File: src/rtl/regfile_dbg.sv
// regfile_dbg: debug access master for the microcoded 65C02 register file.
//
// Sits between the microcode sequencer and the register file. While idle the
// CPU owns the regfile ports. An accepted debug command freezes the CPU for
// one cycle (ACCESS), performs exactly one regfile read or write, and then
// spends one cycle in RESP before the next command can be taken.
//
// Ports:
//   clk, RST            system clock, synchronous active-high reset
//   cpu_op/DI/rdy       microcode regfile op, write data and bus ready
//   cpu_hold            stalls the CPU (ANDed into its rdy externally)
//   rf_op/DI/rdy        muxed op, write data and write gate to the regfile
//   rf_DO               asynchronous regfile read data
//   dbg_valid/ready     command handshake
//   dbg_we/addr/wdata   command: write flag, address, write data
//   dbg_rvalid/rdata    one-cycle read response pulse, data held until next read
//
// Optional feature, enabled by defining REGFILE_DBG_SNAPSHOT_EN:
//   dbg_snap            with dbg_valid, requests a 4-cycle snapshot of X/Y/A/S
//   dbg_snap_data       {S, A, Y, X} captured by the last snapshot
module regfile_dbg #(
    parameter logic [3:0] ZERO_ADDR = 4'h7
) (
    input  logic        clk,
    input  logic        RST,
    input  logic [6:0]  cpu_op,
    input  logic [7:0]  cpu_DI,
    input  logic        cpu_rdy,
    output logic        cpu_hold,
    output logic [6:0]  rf_op,
    output logic [7:0]  rf_DI,
    output logic        rf_rdy,
    input  logic [7:0]  rf_DO,
    input  logic        dbg_valid,
    output logic        dbg_ready,
    input  logic        dbg_we,
    input  logic [3:0]  dbg_addr,
    input  logic [7:0]  dbg_wdata,
    output logic        dbg_rvalid,
    output logic [7:0]  dbg_rdata
`ifdef REGFILE_DBG_SNAPSHOT_EN
    ,
    input  logic        dbg_snap,
    output logic [31:0] dbg_snap_data
`endif
);

    typedef enum logic [1:0] {
        IDLE   = 2'd0,
        ACCESS = 2'd1,
        RESP   = 2'd2
`ifdef REGFILE_DBG_SNAPSHOT_EN
        ,
        SNAP   = 2'd3
`endif
    } state_t;

    state_t      state_r;
    state_t      state_next_s;
    logic        cmd_we_r;
    logic [3:0]  cmd_addr_r;
    logic [7:0]  cmd_wdata_r;
    logic [7:0]  rdata_r;
    logic        accept_s;
    logic        dbg_ready_s;
    logic        cpu_hold_s;
    logic        rvalid_s;
    logic [6:0]  rf_op_s;
    logic [7:0]  rf_di_s;
    logic        rf_rdy_s;
`ifdef REGFILE_DBG_SNAPSHOT_EN
    logic [1:0]  snap_cnt_r;
    logic [31:0] snap_data_r;
`endif

    assign accept_s = dbg_valid & dbg_ready_s;

    // State register.
    always_ff @(posedge clk) begin
        if (RST) begin
            state_r <= IDLE;
        end else begin
            state_r <= state_next_s;
        end
    end

    // Next-state logic: IDLE -> ACCESS (or SNAP) -> RESP -> IDLE.
    always_comb begin
        state_next_s = state_r;
        case (state_r)
            IDLE: begin
                if (accept_s) begin
`ifdef REGFILE_DBG_SNAPSHOT_EN
                    if (dbg_snap) begin
                        state_next_s = SNAP;
                    end else begin
                        state_next_s = ACCESS;
                    end
`else
                    state_next_s = ACCESS;
`endif
                end else begin
                    state_next_s = IDLE;
                end
            end
            ACCESS: state_next_s = RESP;
            RESP:   state_next_s = IDLE;
`ifdef REGFILE_DBG_SNAPSHOT_EN
            SNAP: begin
                if (snap_cnt_r == 2'd3) begin
                    state_next_s = RESP;
                end else begin
                    state_next_s = SNAP;
                end
            end
`endif
            default: state_next_s = IDLE;
        endcase
    end

    // Command latch; a reset leaves a harmless read of address 0 behind.
    always_ff @(posedge clk) begin
        if (RST) begin
            cmd_we_r    <= 1'b0;
            cmd_addr_r  <= 4'h0;
            cmd_wdata_r <= 8'h00;
        end else if (accept_s) begin
`ifdef REGFILE_DBG_SNAPSHOT_EN
            // A snapshot is a read sequence, so it answers with rvalid.
            cmd_we_r    <= dbg_we & ~dbg_snap;
`else
            cmd_we_r    <= dbg_we;
`endif
            cmd_addr_r  <= dbg_addr;
            cmd_wdata_r <= dbg_wdata;
        end else begin
            cmd_we_r    <= cmd_we_r;
            cmd_addr_r  <= cmd_addr_r;
            cmd_wdata_r <= cmd_wdata_r;
        end
    end

    // Read data capture; writes never disturb the last read value.
    always_ff @(posedge clk) begin
        if (RST) begin
            rdata_r <= 8'h00;
        end else if ((state_r == ACCESS) && !cmd_we_r) begin
            rdata_r <= rf_DO;
`ifdef REGFILE_DBG_SNAPSHOT_EN
        end else if ((state_r == SNAP) && (snap_cnt_r == 2'd0)) begin
            rdata_r <= rf_DO;
`endif
        end else begin
            rdata_r <= rdata_r;
        end
    end

`ifdef REGFILE_DBG_SNAPSHOT_EN
    // Snapshot step counter and progressive {S, A, Y, X} capture.
    always_ff @(posedge clk) begin
        if (RST) begin
            snap_cnt_r  <= 2'd0;
            snap_data_r <= 32'h0000_0000;
        end else if (state_r == SNAP) begin
            snap_cnt_r <= snap_cnt_r + 2'd1;
            case (snap_cnt_r)
                2'd0:    snap_data_r[7:0]   <= rf_DO;
                2'd1:    snap_data_r[15:8]  <= rf_DO;
                2'd2:    snap_data_r[23:16] <= rf_DO;
                2'd3:    snap_data_r[31:24] <= rf_DO;
                default: snap_data_r        <= snap_data_r;
            endcase
        end else begin
            snap_cnt_r  <= 2'd0;
            snap_data_r <= snap_data_r;
        end
    end

    assign dbg_snap_data = snap_data_r;
`endif

    // Output decode: the CPU owns the regfile except in ACCESS/SNAP.
    always_comb begin
        dbg_ready_s = 1'b0;
        cpu_hold_s  = 1'b0;
        rvalid_s    = 1'b0;
        rf_op_s     = cpu_op;
        rf_di_s     = cpu_DI;
        rf_rdy_s    = cpu_rdy;
        case (state_r)
            IDLE: dbg_ready_s = 1'b1;
            ACCESS: begin
                cpu_hold_s = 1'b1;
                if (cmd_we_r) begin
                    // Read field points at the zero slot so the op is side-effect free.
                    rf_op_s  = {1'b1, cmd_addr_r[1:0], ZERO_ADDR};
                    rf_di_s  = cmd_wdata_r;
                    rf_rdy_s = 1'b1;
                end else begin
                    rf_op_s  = {1'b0, 2'b00, cmd_addr_r};
                    rf_di_s  = 8'h00;
                    rf_rdy_s = 1'b0;
                end
            end
            RESP: rvalid_s = ~cmd_we_r;
`ifdef REGFILE_DBG_SNAPSHOT_EN
            SNAP: begin
                cpu_hold_s = 1'b1;
                rf_op_s    = {1'b0, 2'b00, 2'b00, snap_cnt_r};
                rf_di_s    = 8'h00;
                rf_rdy_s   = 1'b0;
            end
`endif
            default: begin
                dbg_ready_s = 1'b0;
                cpu_hold_s  = 1'b0;
            end
        endcase
    end

    assign dbg_ready  = dbg_ready_s;
    assign cpu_hold   = cpu_hold_s;
    assign dbg_rvalid = rvalid_s;
    assign dbg_rdata  = rdata_r;
    assign rf_op      = rf_op_s;
    assign rf_DI      = rf_di_s;
    // No regfile write may happen in a cycle where reset is asserted.
    assign rf_rdy     = rf_rdy_s & ~RST;

endmodule

File: config.mk
export PLATFORM = sky130hd
export DESIGN_NAME = regfile_dbg
export DESIGN_NICKNAME = d
export VERILOG_FILES = /design/src/rtl/regfile_dbg.sv
export SDC_FILE = /design/constraint.sdc
export NUM_CORES = 1
export LEC_CHECK = 0
export ABC_AREA = 1
export BUFFER_PORTS_ARGS = -buffer_cell sky130_fd_sc_hd__buf_2
export CAP_MARGIN = 20
export CORE_MARGIN = 3
export CORE_UTILIZATION = 39
export CTS_CLUSTER_DIAMETER = 60
export DETAILED_ROUTE_END_ITERATION = 10
export GPL_TIMING_DRIVEN = 0
export PLACE_DENSITY = 0.71
export SLEW_MARGIN = 10
export SYNTH_ARGS = -nofsm -noshare
export SYNTH_HDL_FRONTEND = slang
export SYNTH_SLANG_ARGS = --single-unit
export TNS_END_PERCENT = 1
File: constraint.sdc
create_clock -name clk -period 1.1 [get_ports clk]
set_clock_uncertainty 0.1 [all_clocks]
set_input_delay 0.11 -clock clk [delete_from_list [all_inputs] [get_ports clk]]
set_output_delay 0.11 -clock clk [all_outputs]
set_load 0.1 [all_outputs]
Yosys cells after proc, flatten, opt, wreduce, memory -nomap -nowiden. Cells that the tools add are included.

Register bits: 23. Input bits: 40. Output and inout port bits: 27.

Bitwise logic cells: 4. Mux-type cells: 11. Equal/unequal tests: 2. Reductions and logical operators: 3.

Operators by type and width (count): $mux W8 (2); $mux W7 (2); $mux W1 (6); $pmux W2 S2 (1); $and A1 B1 Y1 (2); $eq A2 B1 Y1 const B (1); $eq A2 B2 Y1 const B (1); $logic_not A2 Y1 (1); $not A1 Y1 (2); $logic_and A1 B1 Y1 (1); $logic_not A1 Y1 (1).

Depth between registers and ports, before layout.
Depth in word-level cells: 5. Gate-level depth with buffers: 5. Depth with buffers taken out: 5.

Least setup slack after synthesis. Ideal clock, no wire load.

Path type: register to output. Start: register state_r[0]. End: output port rf_DI[0]. Data arrival time: 2844 ps. Data required time: 890 ps. Slack: -1954 ps. Cell stages (with the launch flop): 4. Path through: dfxtp_1 > nand2_2 > clkbuf_8 > o21ai_0.

Cells in the longest elaborated chain, start to end: 2.

RTL lines: start: declaration (line 58) `state_t state_r;`; start signal: assignment (line 83) `state_r <= state_next_s;`; $eq A2 B1 Y1 (line 190) `case (state_r)`; $mux W8 (line 190); end: declaration (line 31) `output logic [7:0] rf_DI,`.

Every way passes these cells.

Worst setup path in the final report.
Start: register state_r[1]. End: output port rf_rdy.

Cells in the longest elaborated chain, start to end: 3.

RTL lines: $eq A2 B1 Y1 (line 190); $mux W1 (line 190); $and A1 B1 Y1 (line 228) `assign rf_rdy = rf_rdy_s & ~RST;`; end: declaration (line 32) `output logic rf_rdy,`.

Every way passes these cells.

==> run_results.csv <==
group,metric,value,unit
outcome,outcome,"complete, but fails checks",
outcome,violations,"setup timing",
cts,worst_skew_pair.late_latency,0.30,ns
min_path,hp-class,"in2reg",
logic_synthesis,syn_avg_cell_area,6.51,um2
sta,setup_slack,-0.591,ns
sta,layout_min_cycle_time,1.69,ns
logic_synthesis,synth_common_cells,"56 x nand2_1, 40 x nor2_1, 23 x dfxtp_1",
logic_synthesis,ys_top_cells_by_area,"dfxtp_1 38%, nand2_1 18%, nor2_1 13%",
global_routing,grt_use_total,0.263,
cells_and_area,diodes,0,
cts,tritoncts,"built",
floorplanning,start_util,0.420,
logic_synthesis,synth_cell_types,17,
logic_synthesis,seq_area_frac_synth,0.384,
sta,max_freq,0.591,GHz
drt,viasPerCell,5.29,
drt,wl_per_cell,17.9,um
floorplanning,dieHeight,61.4,um
sta,grt_setup_unrepaired,"yes",
run,drv_cap,0,
cells_and_area,final_nets,310,
drt,routed_wl,5380,um
drt,drt_first_pass_iters,4,
floorplanning,rows,19,
sta,relSlewSlack,0.688,
cells_and_area,multi_input_area,861,um2
logic_synthesis,ys_seq_elements,23,
cells_and_area,final_area,2490,um2
placed_design,pre_cts_ws,-0.483,ns
logic_synthesis,async_flop_share,0,
sta,setup_viol,35,
pwr,power_leakage,1.13,nW
cells_and_area,layout-drive-gt1-share,0.491,
sta,whs,0.00127,ns
cts,cts-root-buf,"clkbuf_4",
floorplanning,pin_count,67,
placed_design,gp_congestion,0.742,
critical_path,worstSetupPathType,"reg2out",
cells_and_area,ff_latch_area,482,um2
critical_path,r2r-start,"state_r[0]",
drt,vias,1588,
global_routing,grt_overflow,0,
cells_and_area,syn2layout_area_growth,108,%
global_routing,grt_pass1_vias,1495,
critical_path,startpoint,"state_r[1]",
global_routing,grt_pass1_wl,7250,um
pwr,power-per-cell-area,1170,nW/um2
critical_path,cp-end-kind,"primary output",
logic_synthesis,synth_edf_count,0,
drt,antenna_left,0,
critical_path,arrival,1.48,ns
logic_synthesis,synth.most_common_cell,"nand2_1",
sta,worst_pin_slew,0.468,ns
floorplanning,core,2850,um2
critical_path,critical_path.max_fanout,5,
drt,route.detailed.drc,0,
cts,cts_buffers,3,
global_routing,antenna_found_initial,0,
drt,drt-initial-drc-count,105,
cts,clkSinkCount,23,
min_path,min-delay-start,"dbg_addr[2]",
placed_design,place_area,1790,um2
cts,clock_tree.buffer_depth,2,
cts,path_clk_slew,0.12,ns
sta,fin_crit_sh,1.54,
global_routing,grt_max_degree,13,
pwr,power,2.91,mW
sta,maxSlewViolCount,0,
pwr,peakVddDrop,1.03,mV
logic_synthesis,yosys.area.top_type,"dfxtp_1",
logic_synthesis,ys.warnings.count,0,
logic_synthesis,synth_cells,184,
logic_synthesis,syn_nets,224,
critical_path,startpoint_type,"register",
floorplanning,dieWidth,61.4,um
sta,hold_viol,0,
critical_path,required,0.89,ns
floorplanning,die_area,3770,um2
cts,cts_htree_levels,1,
logic_synthesis,yosys_most_used_dff,"dfxtp_1",
placed_design,io_buffers,65,
cells_and_area,fin_util,0.873,
logic_synthesis,synth_top_area_frac,0.384,
cells_and_area,fill_cells,129,
logic_synthesis,syn_area,1200,um2
placed_design,dp_hpwl,2370,um
[final timing paths]
| check | to | slack (ns) | cells past startpoint |
|---|---|---|---|
| setup / recovery | rf_rdy | -0.59 | 7 |
| hold / removal | cmd_addr_r[2] | 0.001 | 4 |
| setup reg to reg | state_r[0] | -0.19 | 4 |
| hold reg to reg | cmd_wdata_r[2] | 0.42 | 2 |
[state kept, by name (all words and copies together), names as in the netlist]
name / flops
state_r: 2
cmd_wdata_r: 8
dbg_rdata: 8
cmd_we_r: 1
cmd_addr_r: 4
[routing by layer]
metal  global-route usage  wire length, um
met1                0.308             2100
met2                0.473             2730
met3               0.0650              355
met4               0.0727              197
met5                    0                0
[through the flow]
step	std cells	TNS, ns
6_report	300	-11.40
5_1_grt	300	-13.39
4_1_cts	298	-10.24
3_5_place_dp	280	-9.59
3_3_place_gp	280	-9.31
2_1_floorplan	184	-10.10
[power breakdown]
group | internal, mW | leakage, nW | switching, mW
Combinational | 0.576 | 0.925 | 0.978
Clock | 0.142 | 0.0150 | 0.241
Sequential | 0.902 | 0.195 | 0.0758
Total | 1.62 | 1.13 | 1.29
[worst max-delay path: stages, from the launching register on]
cell	delay, ns
dfxtp_4	0.39
inv_6	0.09
nand2_8	0.09
buf_12	0.15
inv_16	0.06
nand2_8	0.05
a21oi_4	0.16
buf_12	0.19
[logic make-up after synthesis]
| kind of cell | after synthesis | share of synthesized area |
|---|---|---|
| flip-flops | 23 | 0.384 |
| AO/OA/AOI/OAI | 25 | 0.104 |
| AND/OR/NAND/NOR | 113 | 0.409 |
| buffers and inverters | 23 | 0.102 |
[final cells by class]
cell class / count / area share
timing repair buffer: 81 / 0.358
multi-input combinational: 138 / 0.346
sequential: 23 / 0.193
buffer: 11 / 0.0507
inverter: 12 / 0.0266
tap: 31 / 0.0156
clock buffer: 4 / 0.0105
[repair_timing]
| action | 4_1_cts | 5_1_grt |
|---|---|---|
| endpoints found under the setup margin | 48 | 47 |
| endpoints found under the hold margin | 11 | 0 |
| pin swaps | 17 | 3 |
| gates cloned | 1 | 0 |
| hold buffers | 10 | 0 |
| setup buffers | 3 | 2 |
| resized for setup | 129 | 11 |
[cells in the final DEF (no fill, tap or decap), types with 8 or more instances in the layout]
cell           count
nand2_1           46
buf_2             41
nor2_1            32
buf_12            27
nand3b_1          13
a21oi_1           12
dfxtp_1           12
o21ai_4           11
dlygate4sd3_1     10
nand2_2            9
inv_1              9
dfxtp_2            8
(Power assumes the default switching activity.)
